==> src/rtl/timer_dev_pkg.sv <==
// Shared constants for the memory-mapped countdown timer: register map,
// CTRL bit layout, mode encodings, FSM state encoding and bus base address.
// No logic; imported by timer_dev.
package timer_dev_pkg;

    // Word offsets within the device window
    localparam logic [1:0] REG_CTRL   = 2'd0;
    localparam logic [1:0] REG_PRESET = 2'd1;
    localparam logic [1:0] REG_COUNT  = 2'd2;

    // CTRL bit positions
    localparam int CTRL_EN      = 0;
    localparam int CTRL_MODE_LO = 1;
    localparam int CTRL_MODE_HI = 2;
    localparam int CTRL_IM      = 3;

    // Mode encodings (1x is treated as one-shot)
    localparam logic [1:0] MODE_ONESHOT = 2'b00;
    localparam logic [1:0] MODE_RELOAD  = 2'b01;

    // FSM state encoding
    localparam logic [1:0] ST_IDLE = 2'd0;
    localparam logic [1:0] ST_LOAD = 2'd1;
    localparam logic [1:0] ST_CNT  = 2'd2;
    localparam logic [1:0] ST_INT  = 2'd3;

    // Base address the bridge decodes for this device
    localparam logic [31:0] TIMER_BASE_ADDR = 32'h0000_7F00;

    // Architectural view of the CTRL word, MSB first
    typedef struct packed {
        logic       im;
        logic [1:0] mode;
        logic       en;
    } ctrl_t;

    // Zero-extend the CTRL fields to a bus word
    function automatic logic [31:0] ctrl_word(input ctrl_t c);
        return {28'd0, c};
    endfunction

endpackage

==> src/rtl/timer_dev.sv <==
// Countdown timer on the data-memory bus; IRQ = IM & pending. Macro TIMER_AUTORELOAD_EN adds mode 01 auto-reload.
// Latency: register writes take effect at the WE edge; reads are combinational; IRQ rises PRESET+3 edges after enable.
// Backpressure: none; the device accepts a write every cycle and never stalls the memory stage.
module timer_dev
    import timer_dev_pkg::*;
#(
    parameter int ADDR_W = 2
) (
    input  logic              clk,
    input  logic              reset,
    input  logic [ADDR_W-1:0] Addr,
    input  logic              WE,
    input  logic [31:0]       WriteData,
    output logic [31:0]       ReadData,
    output logic              IRQ
);

    logic        en;
    logic        im;
    logic [1:0]  mode_rd;
    logic [31:0] preset;
    logic [31:0] count;
    logic        pending;
    logic [1:0]  state;
    ctrl_t       ctrl_rd;

    logic sel_ctrl;
    logic sel_preset;
    logic sel_count;
    logic wr_ctrl;
    logic wr_preset;

    assign sel_ctrl   = (Addr == ADDR_W'(REG_CTRL));
    assign sel_preset = (Addr == ADDR_W'(REG_PRESET));
    assign sel_count  = (Addr == ADDR_W'(REG_COUNT));
    assign wr_ctrl    = WE && sel_ctrl;
    assign wr_preset  = WE && sel_preset;

`ifdef TIMER_AUTORELOAD_EN
    logic [1:0] mode;
    logic       reload;

    assign mode_rd = mode;
    assign reload  = (mode == MODE_RELOAD);

    // Mode field storage; only present when auto-reload is built in
    always_ff @(posedge clk) begin
        if (reset) begin
            mode <= MODE_ONESHOT;
        end else if (wr_ctrl) begin
            mode <= WriteData[CTRL_MODE_HI:CTRL_MODE_LO];
        end
    end
`else
    logic reload;

    assign mode_rd = MODE_ONESHOT;
    assign reload  = 1'b0;
`endif

    // FSM plus CTRL/PRESET registers; a CTRL write is applied last so it overrides the FSM's own en/pending updates
    always_ff @(posedge clk) begin
        if (reset) begin
            en      <= 1'b0;
            im      <= 1'b0;
            preset  <= '0;
            count   <= '0;
            pending <= 1'b0;
            state   <= ST_IDLE;
        end else begin
            case (state)
                ST_IDLE: begin
                    if (en) begin
                        state <= ST_LOAD;
                    end
                end
                ST_LOAD: begin
                    count <= preset;
                    state <= ST_CNT;
                end
                ST_CNT: begin
                    if (!en) begin
                        state <= ST_IDLE;
                    end else if (count == 32'd0) begin
                        state   <= ST_INT;
                        pending <= 1'b1;
                    end else begin
                        count <= count - 32'd1;
                    end
                end
                ST_INT: begin
                    if (reload) begin
                        // pending lives only for the INT cycle in auto-reload
                        state   <= ST_LOAD;
                        pending <= 1'b0;
                    end else begin
                        en    <= 1'b0;
                        state <= ST_IDLE;
                    end
                end
                default: begin
                    state <= ST_IDLE;
                end
            endcase

            if (wr_ctrl) begin
                en      <= WriteData[CTRL_EN];
                im      <= WriteData[CTRL_IM];
                pending <= 1'b0;
            end

            if (wr_preset) begin
                preset <= WriteData;
            end
        end
    end

    assign ctrl_rd = {im, mode_rd, en};

    // Load data mux; reserved and out-of-map addresses read as zero
    always_comb begin
        ReadData = '0;
        if (sel_ctrl) begin
            ReadData = ctrl_word(ctrl_rd);
        end else if (sel_preset) begin
            ReadData = preset;
        end else if (sel_count) begin
            ReadData = count;
        end
    end

    assign IRQ = im & pending;

endmodule

==> config.mk <==
export PLATFORM = sky130hd
export DESIGN_NAME = timer_dev
export DESIGN_NICKNAME = d
export VERILOG_FILES = /design/src/rtl/timer_dev_pkg.sv /design/src/rtl/timer_dev.sv
export SDC_FILE = /design/constraint.sdc
export NUM_CORES = 1
export LEC_CHECK = 0
export CORE_ASPECT_RATIO = 0.5
export CORE_MARGIN = 2
export CORE_UTILIZATION = 48
export DETAILED_ROUTE_END_ITERATION = 8
export PLACE_DENSITY = 0.77
export SLEW_MARGIN = 5
export SYNTH_ARGS = -nofsm -noshare
export SYNTH_HDL_FRONTEND = slang
export SYNTH_SLANG_ARGS = --single-unit
==> constraint.sdc <==
create_clock -name clk -period 2.15 [get_ports clk]
set_input_delay 0.43 -clock clk [delete_from_list [all_inputs] [get_ports clk]]
set_output_delay 0.43 -clock clk [all_outputs]
set_load 0.01 [all_outputs]
Yosys cells after proc, flatten, opt, wreduce, memory -nomap -nowiden
Index checks and enable logic that the tools add are counted.
- bitwise logic cells: 1
- equality and inequality tests: 9
- reductions and logical operators: 11
- add/sub/neg operators: 1
- multiplexer cells: 12
- operators with widths (kind ; count):
    32-bit 2-to-1 mux ; 5
    32-bit one-hot mux with 2 select lines ; 1
    32-bit logical NOT ; 1
    32-bit by 1-bit subtractor with 32-bit output, second input constant ; 1
    2-bit one-hot mux with 4 select lines ; 1
    2-bit equality test, second input constant ; 3
    2-bit 2-to-1 mux ; 3
    2-bit inequality test, second input constant ; 3
    3-bit AND reduction ; 2
    2-bit by 1-bit equality test with 1-bit output, second input constant ; 2
    2-bit logical NOT ; 2
    2-bit nonzero test ; 2
    3-bit inequality test, second input constant ; 1
    1-bit logical AND ; 2
    1-bit 2-to-1 mux ; 2
    2-bit AND reduction ; 1
    2-bit OR reduction ; 1
    1-bit bitwise AND ; 1
- logic and storage cells: 40
- register bits after elaboration: 69
- input port bits: 37

Logic depth before layout (Yosys ltp)
- depth in word-level cells: 4
- gate-level depth with buffers: 9

Least setup slack after synthesis
OpenSTA, ideal clock, no wires.
- kind: reg-to-reg
- start: register count[0]
- end: register count[8]
- arrival time: 2.251 ns
- slack: -0.188 ns
- stages on the path, launching flop included: 10
- buffers on the path: 2
- data required time: 2.063 ns
- period minus slack after synthesis: 2.338 ns
- cell sequence: dfxtp_1 -> clkbuf_1 -> inv_1 -> ha_1 -> nor3b_2 -> nand4_2 -> or4_4 -> buf_6 -> a311o_1 -> o31ai_1
- longest elaborated chain between the ends: 4
- elaborated cells on any way between the ends: 7
- those cells by class: 1 x add/sub; 1 x eq/ne; 3 x mux; 2 x reduce/logical
- ends and longest elaborated chain (item ; line ; text):
    start, declared ; timer_dev.sv:22 ; logic [31:0] count;
    start signal, assigned ; timer_dev.sv:78 ; count <= preset;
    start signal, assigned ; timer_dev.sv:88 ; count <= count - 32'd1;
    32-bit by 1-bit subtractor with 32-bit output ; timer_dev.sv:88 ;
    32-bit 2-to-1 mux ; timer_dev.sv:84 ; end else if (count == 32'd0) begin
    32-bit 2-to-1 mux ; timer_dev.sv:82 ; if (!en) begin
    32-bit one-hot mux with 2 select lines ; timer_dev.sv:71 ; case (state)
Several ways; a longest one is shown, not always the timed one. The select of a mux whose other input is x is not followed.
A chain may end at the register's enable or synchronous reset.

Final worst setup path
- start: register count[26]
- end: register count[2]
- longest elaborated chain between the ends: 3
- ends and longest elaborated chain (item ; line):
    32-bit logical NOT ; timer_dev.sv:84
    2-bit inequality test (no line) ; n/a
    3-bit AND reduction (no line) ; n/a
Every way passes these cells.

==> flow_summary.toml <==
[hold_path]
hold_path.class = "reg -> reg"

[logic_synthesis]
yosys-top-cells-area = "dfxtp_1 35%, nand2_1 8.8%, a21oi_1 7.7%"
yosys_most_used_dff = "dfxtp_1"
synth_top_area_share_pct = 35.3
postSynthCellCount = 509
synth.yosys.warnings = 0
yosys.cell_types.count = 53
synth_async_sr_flop_share_pct = 0
synth.net_count = 547
synth_edf_count = 0
post_synth_instance_area_mm2 = 0.00391
ys_seq_elements = 69
seq_area_frac_synth_pct = 35.3
syn-mean-instance-area_um2 = 7.69
synth.largest_area_cell = "dfxtp_1"

[floorplan]
die_width_um = 132
floorplan.rows = 23
start_util_pct = 49.3
core_mm2 = 0.00794
floorplan.io_pins = 70
floorplan.die_area_mm2 = 0.00893
fp.dieH_um = 67.8

[run]
max-cap-violations = 0

[global_routing]
grt-ovfl-total = 0
globalRouteTotalUtil_pct = 31.5
global_route_wire_length_before_repair_mm = 21.8
grt_pass1_vias = 4122
initial_antenna_violation_count = 0
grt_start_max_net_pins = 73

[power_and_ir_drop]
portion_of_total_power_attributed_to_combinational_logic_pct = 18.5
p_total_mw = 3.34
power_frac_seq_pct = 39.7
peakVddDrop_mv = 0.428
power.share.clock_pct = 41.8
power_report.internal_total_mw = 2.47
sw_frac_of_total_pct = 26.2
power.switching_uw = 877
power_per_cell_area_mw_per_mm2 = 577
power.static_leakage_nw = 2.30

[clock_tree]
worst_skew_pair.late_latency_ps = 340
cts.hold.buffers_added = 0
cts.htree.levels = 3
cts_buffers = 9
clk_transition_reported_paths_ps = 50
cts-root-buf = "clkbuf_16"
clockBufferDepth = 2
cts_tree = "done"
cts_num_sinks = 69

[placement]
dp.cells = 708
place_congestion = 0.919
place_hpwl_mm = 8.63
place.port_buffers = 69

[timing]
report.final.setup_viol = 28
setup_repair_after_global_routing_missed_its_margin = "true"
fmax_ghz = 0.439
layout_worst_path_cycle_share_pct = 106
max_slew.worst_pin.slew_ps = 840
layout_min_cycle_time_ps = 2280
timing_max_transition_violations_final = 0
relative_max_transition_margin_pct = 43.9
hold_viol = 0
timing.clock.skew_ps = 5.61
setup_ws_ps = -127

[worst_setup_path]
timing.rr.end = "count[2]"
cp-start-kind = "flip-flop"
arrival_ps = 2510
crit_path_start = "count[26]"
cp-endpoint = "count[2]"
r2r_setup_slack_ps = -130
type_of_destination_of_the_critical_path = "flip-flop"
rr_startpoint = "count[26]"
worst-r2r-cell-count = 8
critical_path_required_ps = 2380
setup.worst_path.class = "reg -> reg"
timing.critical_path.fanout_max = 13

[routing]
detail_route.iter0.violations = 557
detail-route-antenna-nets = 0
wl_per_cell_um = 20.0
drt-total-wl_mm = 14.8
vias_per_cell = 6.40
dr.pass1.iters = 5
route.detailed.drc = 0
vias = 4745

[finish]
fillers = 629
layout.area.seq_mm2 = 0.00138
multi_input_comb_area_mm2 = 0.00246
layout.cells.most_common = "nand2_1"
final_net_count = 663
insertedDiodeCount = 0
finish.cell_count_without_fillers = 741
area.growth.synth_to_final_pct = 48.1
drive_gt1_share_pct = 21.6
finish.utilization_pct = 73.0
mostFrequentLayoutCells = "91 x nand2_1, 68 x dfxtp_1, 66 x buf_4"

[status]
status = "finished with violations"
failing_checks = "setup timing"
## power groups by stage
stage	Combinational, mW	Clock [mW]	Sequential (mW)
6_report	0.619	1.40	1.33
5_1_grt	0.646	1.46	1.33
4_1_cts	0.533	1.41	1.33
3_5_place_dp	0.478	0	1.35
3_3_place_gp	0.475	0	1.35
2_1_floorplan	0.248	0	1.35
## kinds of logic after synthesis
kind of cell    after synthesis  synth area share (%)
simple gates                201                  25.3
compound gates              180                  32.4
flops                        69                  35.3
buf+inv                      54                  5.69
mux                           3                 0.768
xor+xnor                      1                 0.224
fa+ha+maj                     1                 0.320
## layer usage
metal	routed length, um	track usage, %	part of all wire (%)	vias up
li1	-	-	-	2155
met1	6370	42.6	43	2210
met2	6310	49.8	43	331
met3	1660	7.33	11	49
met4	451	12.0	3.0	0
met5	0	0	0	-
## critical path: stages (launching register included)
cell	delay [ps]
dfxtp_2	320
or4_4	530
or3_4	350
buf_6	140
nor4_4	250
buf_4	170
buf_12	140
o311ai_2	140
o31ai_2	130
## timing repair
action | in CTS | in global routing
endpoints found under the hold margin | 0 | 0
cloned | 5 | 3
buffers inserted | 7 | 3
endpoints found under the setup margin | 55 | 41
pin swaps | 4 | 11
resized for setup | 73 | 38
## layout make-up
class | instances | share of cell area (%)
well taps | 112 | 2.42
inverters | 5 | 0.324
repair buffers | 154 | 26.1
multi-input cells | 386 | 42.5
flip-flops and latches | 69 | 23.9
clock buffers | 14 | 4.73
clock inverters | 1 | 0.0864
## worst min path at each step
| stage | start | to | slack [ps] | cells after the start |
|---|---|---|---|---|
| CTS | preset[21] | preset[21] | 470 | 2 |
| finish | preset[21] | preset[21] | 470 | 2 |
| global route | preset[22] | preset[22] | 500 | 2 |
| detailed placement | preset[21] | preset[21] | 470 | 2 |
| global placement | preset[28] | preset[28] | 460 | 2 |
| floorplan | preset[28] | preset[28] | 440 | 2 |
## metrics by stage
stage | TNS, ps | hold slack [ps] | cell area [um2] | worst slack, ps
after global routing | -3300 | 501 | 5790 | -150
final | -2010 | 471 | 5790 | -127
after detailed placement | -13290 | 465 | 5150 | -395
after CTS | -872 | 473 | 5640 | -73.1
after floorplan | -121 | 444 | 3950 | -60.3
after global placement | -12230 | 462 | 5150 | -354
## cell usage after synthesis, types with 4 or more instances
cell type	count
nor4_1	9
o31ai_1	24
inv_1	5
a31oi_1	9
dfxtp_1	69
or3_1	4
nor2b_1	4
nor3_1	17
o211ai_1	5
buf_2	4
and2_1	6
a22oi_1	5
a21oi_1	60
o311ai_0	20
nand2_1	92
clkbuf_1	42
nor2_1	28
and3_1	7
nand4_1	4
o21ai_0	7
nand3_1	10
a22o_1	30
## sequential cells by signal, indices dropped and copies added, names as in the netlist
register  flops
pending       1
en            1
preset       32
im            1
state         2
count        32
Power figures use the tool's default switching activity.
